`src/rtl/id_stage.sv`:
```
// id_stage: registered RV32 decode stage between fetch and execute.
// Accepts one instruction per cycle over valid/ready, emits a registered
// decoded bundle (fields, sign-extended immediate, class flags, illegal).
// Optional feature macro: ID_STAGE_SKID_EN adds a one-entry skid buffer so
// that in_ready comes straight from a register.
module id_stage #(
  parameter int unsigned XLEN              = 32,
  parameter int unsigned PC_WIDTH          = 32,
  parameter int unsigned INSTRUCTION_WIDTH = 32
) (
  input  logic                         clk,
  input  logic                         rst_n,
  input  logic                         flush,
  input  logic                         in_valid,
  output logic                         in_ready,
  input  logic [INSTRUCTION_WIDTH-1:0] in_instr,
  input  logic [PC_WIDTH-1:0]          in_pc,
  output logic                         out_valid,
  input  logic                         out_ready,
  output logic [PC_WIDTH-1:0]          out_pc,
  output logic [6:0]                   opcode,
  output logic [4:0]                   rd,
  output logic [4:0]                   rs1,
  output logic [4:0]                   rs2,
  output logic [2:0]                   funct3,
  output logic [6:0]                   funct7,
  output logic [XLEN-1:0]              imm,
  output logic [2:0]                   instr_type,
  output logic                         alu_reg_reg_op,
  output logic                         alu_reg_con_op,
  output logic                         alu_branch_op,
  output logic                         load_op,
  output logic                         store_op,
  output logic                         jump_op,
  output logic                         illegal
);

  localparam logic [2:0] TYPE_R   = 3'd0;
  localparam logic [2:0] TYPE_I   = 3'd1;
  localparam logic [2:0] TYPE_S   = 3'd2;
  localparam logic [2:0] TYPE_B   = 3'd3;
  localparam logic [2:0] TYPE_U   = 3'd4;
  localparam logic [2:0] TYPE_J   = 3'd5;
  localparam logic [2:0] TYPE_ILL = 3'd7;

  localparam logic [6:0] OP_OP     = 7'b0110011;
  localparam logic [6:0] OP_AMO    = 7'b0101111;
  localparam logic [6:0] OP_IMM    = 7'b0010011;
  localparam logic [6:0] OP_LOAD   = 7'b0000011;
  localparam logic [6:0] OP_JALR   = 7'b1100111;
  localparam logic [6:0] OP_SYSTEM = 7'b1110011;
  localparam logic [6:0] OP_STORE  = 7'b0100011;
  localparam logic [6:0] OP_BRANCH = 7'b1100011;
  localparam logic [6:0] OP_AUIPC  = 7'b0010111;
  localparam logic [6:0] OP_LUI    = 7'b0110111;
  localparam logic [6:0] OP_JAL    = 7'b1101111;

  typedef struct packed {
    logic [PC_WIDTH-1:0] pc;
    logic [6:0]          opcode;
    logic [4:0]          rd;
    logic [4:0]          rs1;
    logic [4:0]          rs2;
    logic [2:0]          funct3;
    logic [6:0]          funct7;
    logic [XLEN-1:0]     imm;
    logic [2:0]          instr_type;
    logic                alu_reg_reg_op;
    logic                alu_reg_con_op;
    logic                alu_branch_op;
    logic                load_op;
    logic                store_op;
    logic                jump_op;
    logic                illegal;
  } bundle_t;

  logic [6:0]  op;
  logic        sgn;
  logic [31:0] imm32;
  bundle_t     dec;
  bundle_t     out_q, out_d;
  logic        out_valid_q, out_valid_d;

  assign op  = in_instr[6:0];
  assign sgn = in_instr[31];

  // Decode the incoming word into a bundle; unused fields stay zero
  always_comb begin
    dec            = '0;
    imm32          = '0;
    dec.pc         = in_pc;
    dec.opcode     = op;
    dec.instr_type = TYPE_ILL;
    dec.illegal    = 1'b1;
    if (in_instr[1:0] == 2'b11) begin
      case (op)
        OP_OP, OP_AMO: begin
          dec.instr_type     = TYPE_R;
          dec.rd             = in_instr[11:7];
          dec.rs1            = in_instr[19:15];
          dec.rs2            = in_instr[24:20];
          dec.funct3         = in_instr[14:12];
          dec.funct7         = in_instr[31:25];
          dec.alu_reg_reg_op = (op == OP_OP);
          dec.illegal        = 1'b0;
        end
        OP_IMM, OP_LOAD, OP_JALR, OP_SYSTEM: begin
          dec.instr_type     = TYPE_I;
          dec.rd             = in_instr[11:7];
          dec.rs1            = in_instr[19:15];
          dec.funct3         = in_instr[14:12];
          imm32              = {{20{sgn}}, in_instr[31:20]};
          dec.alu_reg_con_op = (op == OP_IMM);
          dec.load_op        = (op == OP_LOAD);
          dec.jump_op        = (op == OP_JALR);
          dec.illegal        = 1'b0;
        end
        OP_STORE: begin
          dec.instr_type = TYPE_S;
          dec.rs1        = in_instr[19:15];
          dec.rs2        = in_instr[24:20];
          dec.funct3     = in_instr[14:12];
          imm32          = {{20{sgn}}, in_instr[31:25], in_instr[11:7]};
          dec.store_op   = 1'b1;
          dec.illegal    = 1'b0;
        end
        OP_BRANCH: begin
          dec.instr_type    = TYPE_B;
          dec.rs1           = in_instr[19:15];
          dec.rs2           = in_instr[24:20];
          dec.funct3        = in_instr[14:12];
          imm32             = {{20{sgn}}, in_instr[7], in_instr[30:25], in_instr[11:8], 1'b0};
          dec.alu_branch_op = 1'b1;
          dec.illegal       = 1'b0;
        end
        OP_AUIPC, OP_LUI: begin
          dec.instr_type = TYPE_U;
          dec.rd         = in_instr[11:7];
          imm32          = {in_instr[31:12], 12'b0};
          dec.illegal    = 1'b0;
        end
        OP_JAL: begin
          dec.instr_type = TYPE_J;
          dec.rd         = in_instr[11:7];
          imm32          = {{12{sgn}}, in_instr[19:12], in_instr[20], in_instr[30:21], 1'b0};
          dec.jump_op    = 1'b1;
          dec.illegal    = 1'b0;
        end
        default: ;
      endcase
    end
    dec.imm = XLEN'($signed(imm32));
  end

`ifdef ID_STAGE_SKID_EN
  bundle_t skid_q, skid_d;
  logic    skid_valid_q, skid_valid_d;

  assign in_ready = !skid_valid_q;

  // Next state: drain skid first, otherwise load output or park in skid
  always_comb begin
    out_d        = out_q;
    out_valid_d  = out_valid_q;
    skid_d       = skid_q;
    skid_valid_d = skid_valid_q;
    if (flush) begin
      out_valid_d  = 1'b0;
      skid_valid_d = 1'b0;
    end else if (skid_valid_q) begin
      if (out_ready) begin
        out_d        = skid_q;
        skid_valid_d = 1'b0;
      end
    end else if (in_valid) begin
      if (!out_valid_q || out_ready) begin
        out_d       = dec;
        out_valid_d = 1'b1;
      end else begin
        skid_d       = dec;
        skid_valid_d = 1'b1;
      end
    end else if (out_ready) begin
      out_valid_d = 1'b0;
    end
  end

  // Skid entry register
  always_ff @(posedge clk or negedge rst_n) begin
    if (!rst_n) begin
      skid_q       <= '0;
      skid_valid_q <= 1'b0;
    end else begin
      skid_q       <= skid_d;
      skid_valid_q <= skid_valid_d;
    end
  end
`else
  assign in_ready = !out_valid_q || out_ready;

  // Next state: load on input transfer, clear on consume or flush
  always_comb begin
    out_d       = out_q;
    out_valid_d = out_valid_q;
    if (flush) begin
      out_valid_d = 1'b0;
    end else if (in_valid && in_ready) begin
      out_d       = dec;
      out_valid_d = 1'b1;
    end else if (out_ready) begin
      out_valid_d = 1'b0;
    end
  end
`endif

  // Output pipeline register
  always_ff @(posedge clk or negedge rst_n) begin
    if (!rst_n) begin
      out_q       <= '0;
      out_valid_q <= 1'b0;
    end else begin
      out_q       <= out_d;
      out_valid_q <= out_valid_d;
    end
  end

  assign out_valid      = out_valid_q;
  assign out_pc         = out_q.pc;
  assign opcode         = out_q.opcode;
  assign rd             = out_q.rd;
  assign rs1            = out_q.rs1;
  assign rs2            = out_q.rs2;
  assign funct3         = out_q.funct3;
  assign funct7         = out_q.funct7;
  assign imm            = out_q.imm;
  assign instr_type     = out_q.instr_type;
  assign alu_reg_reg_op = out_q.alu_reg_reg_op;
  assign alu_reg_con_op = out_q.alu_reg_con_op;
  assign alu_branch_op  = out_q.alu_branch_op;
  assign load_op        = out_q.load_op;
  assign store_op       = out_q.store_op;
  assign jump_op        = out_q.jump_op;
  assign illegal        = out_q.illegal;

endmodule
```
`config.mk`:
```
export PLATFORM = sky130hd
export DESIGN_NAME = id_stage
export DESIGN_NICKNAME = d
export VERILOG_FILES = /design/src/rtl/id_stage.sv
export SDC_FILE = /design/constraint.sdc
export NUM_CORES = 1
export LEC_CHECK = 0
export CAP_MARGIN = 20
export CORE_MARGIN = 2
export CORE_UTILIZATION = 47
export CTS_BUF_LIST = sky130_fd_sc_hd__clkbuf_8 sky130_fd_sc_hd__clkbuf_16
export CTS_CLUSTER_SIZE = 40
export DETAILED_ROUTE_END_ITERATION = 8
export PLACE_DENSITY = 0.86
export SYNTH_ARGS = -nofsm -noshare
export SYNTH_HDL_FRONTEND = slang
export SYNTH_SLANG_ARGS = --single-unit
```
`constraint.sdc`:
```
create_clock -name clk -period 3.1 [get_ports clk]
set_input_delay 0.93 -clock clk [delete_from_list [all_inputs] [get_ports clk]]
set_output_delay 0.93 -clock clk [all_outputs]
set_load 0.02 [all_outputs]
```
==> qor.txt <==
status: finished clean
Tmin final: 2.83 ns
Worst Hold Class: reg2reg
met2 WL: 5920 µm
Net Count, Synth: 519
cell taking the most area after synthesis: dfrtp_1
Critical Path RT: 2.17 ns
Setup WS post-layout: 0.271 ns
initial core utilization: 48.3%
Layout area overhead: 47.5%
sequential power share: 51.3%
Die Ht: 101 µm
dpl cell area: 6360 µm²
GRT overflow: 0
pre-CTS setup slack: 0.00397 ns
period utilization: 91.2%
P_int: 2.12 mW
FP Rows: 35
Antenna diodes: 0
sequential-to-total area share from yosys stat: 60.2%
top sig layer: met4
met3 wire len: 1050 µm
Root Buffer: clkbuf_8
first-pass GRT wire length: 19600 µm
worst ir drop on vdd: 283 µV
placed cell count: 724
DR vias: 3976
clock buffer depth: 2
PwrDens: 455 nW/µm²
FF+latch count, synth: 107
HPWL Detailed: 8760 µm
YS warnings: 0
Hold Vio Cnt, Final: 0
wirelength, routed: 12300 µm
mapped cell area: 4450 µm²
combinational share of power: 20.7%
CTS clk-pin slew, worst paths: 0.10 ns
final core utilization: 71.3%
max_cap viols: 0
CP Class: in2out
total CTS buffers: 9
startpoint types: primary input
syn avg cell area: 9.88 µm²
largest net degree at the start of global routing: 109
Clock Skews: 0.0132 ns
Switch Pwr: 0.858 mW
Hold EP: opcode[4]
Top-Level Pins: 177
IO Port Bufs: 176
r2r startpoint: out_valid
# setup viols final: 0
DR pass1 iterations: 5
Worst-Skew Late Latency: 0.37 ns
Least-Margin Pin Slew: 0.705 ns
LEAKAGE: 2.94 nW
worst r2r path cells: 7
WHS Path Cells: 2
worst-path fanout max: 2
drt wl/cell: 16.6 µm
reg2reg setup slack: 1.14 ns
Area contributors post-synth: dfrtp_1 (60%), nand2_1 (13%), a22o_1 (6.3%)
die width: 101 µm
Metal-1 WL: 5210 µm
1st-iter DRT viols: 229
RSZ-0062 raised after global routing: false
post-route cell area: 6560 µm²
Remaining DRCs: 0
nets: 693
Slew HR: 53.0%
Final GP Congestion: 0.944
CTS sink cnt: 107
die area: 10300 µm²
Vias/cell: 5.37
layout cells sized above 1: 7.79%
Hold Buf Count CTS: 0
Final ANT Viol Nets: 0
non-filler cells, final: 740
cell count after synthesis: 450
Filler cells: 701
Unique masters post-synth: 38
RR Endpoint: imm[1]
initial antenna violation count: 0
Fmax achieved: 354 MHz
max-slew violations: 0
CTS tree: built
Pwr Total: 2.98 mW
crit path DAT: 1.90 ns
Tot GR Track Use: 24.4%
core region area: 9200 µm²
Worst Hold Launch: opcode[4]
Worst setup EP type: output pin
Sw Share: 28.8%
H-tree Lvls: 3
top cell type's share of synthesized area: 60.2%
Clock power frac: 28.0%
vias in the first global route: 3870
## sequential cells by signal, indices dropped and copies added (netlist names)
| name | cells |
|---|---|
| alu_branch_op | 1 |
| alu_reg_con_op | 1 |
| alu_reg_reg_op | 1 |
| funct3 | 3 |
| funct7 | 7 |
| illegal | 1 |
| imm | 32 |
| instr_type | 3 |
| jump_op | 1 |
| load_op | 1 |
| opcode | 7 |
| out_pc | 32 |
| out_valid | 1 |
| rd | 5 |
| rs1 | 5 |
| rs2 | 5 |
| store_op | 1 |
## critical path, stage by stage
cell	delay, ns
clkdlybuf4s50_1	0.52
nor2b_4	0.06
inv_1	0.07
dlygate4sd2_1	0.33
## power by group through the flow
stage,Clock [mW],Sequential (mW),Combinational (mW)
global route,0.916,1.54,0.663
finish,0.835,1.53,0.616
CTS,0.848,1.53,0.620
detailed placement,0,1.56,0.619
global placement,0,1.55,0.606
floorplan,0,1.67,0.142
## cells in the mapped netlist (all sizes together)
cell type    n
nor3b        2
nand2b       2
or2          2
nand3b       3
o31ai        2
and4bb       1
a22o        32
and3         3
a21o         1
o21bai       1
nor2b        4
and3b        1
a21oi       27
a32oi        1
o21ai       40
and2         1
a31oi        1
and4         2
nand3        6
a211oi       1
nor3         3
inv          4
clkbuf      19
a41oi        1
buf          7
dfrtp      107
nor2        15
a22oi        5
nand2      156
## metrics by stage
| stage | TNS (ns) | hold slack (ns) |
|---|---|---|
| 4_1_cts | 0 | 0.487 |
| 3_3_place_gp | -0.000602 | 0.457 |
| 5_1_grt | 0 | 0.508 |
| 3_5_place_dp | 0 | 0.463 |
| 2_1_floorplan | 0 | 0.574 |
| 6_report | 0 | 0.481 |
## worst max path at each step
stage              start        to  slack [ns]  depth (start not counted)
5_1_grt        out_ready  in_ready        0.24                          4
3_3_place_gp   out_ready  in_ready     -0.0006                          4
2_1_floorplan  out_ready  in_ready        0.99                          2
4_1_cts        out_ready  in_ready        0.27                          4
6_report       out_ready  in_ready        0.27                          4
3_5_place_dp   out_ready  in_ready       0.004                          4
## cell usage in the layout (no fill, tap or decap), drive strengths merged, types with 2 or more instances in the layout
cell,netlist,layout
and3,3,3
inv,4,5
nand2b,2,2
or2,2,2
a21oi,27,27
nor3b,2,2
o31ai,2,2
nand3,6,6
a22oi,5,5
and4,2,2
clkdlybuf4s50,0,174
nand3b,3,3
clkinv,0,3
nor3,3,3
dfrtp,107,107
a22o,32,32
nand2,156,156
nor2b,4,4
clkbuf,19,11
buf,7,14
o21ai,40,40
nor2,15,15
## layer usage
metal  vias to the layer above  GRT usage, %
met4                         0          4.99
met5                         -             0
met1                      1917          32.8
met3                        15          8.01
li1                       1873             -
met2                       171          39.3
## area by class of cell
cell class / instances / area, µm² / share of cell area, %
Clock inverter: 5 / 45.0 / 0.687
Sequential cell: 107 / 2680 / 40.8
Inverter: 4 / 15.0 / 0.229
Tap cell: 111 / 139 / 2.12
Multi-Input combinational cell: 313 / 1630 / 24.9
Clock buffer: 11 / 151 / 2.31
Timing Repair Buffer: 189 / 1890 / 28.9
## kinds of logic (layout without fill, tap and decap cells)
group	after synthesis	after routing	share of synthesized area, %
buf+inv	30	209	3.01
flops	107	107	60.2
compound gates	112	112	16.9
simple gates	201	201	19.8
## timing repair
| action | 4_1_cts | 5_1_grt |
|---|---|---|
| setup endpoints to repair | 1 | 0 |
| resized for setup | 1 | 0 |
| setup buffers | 0 | 0 |
Note: power is estimated with default switching activity, not from simulation.
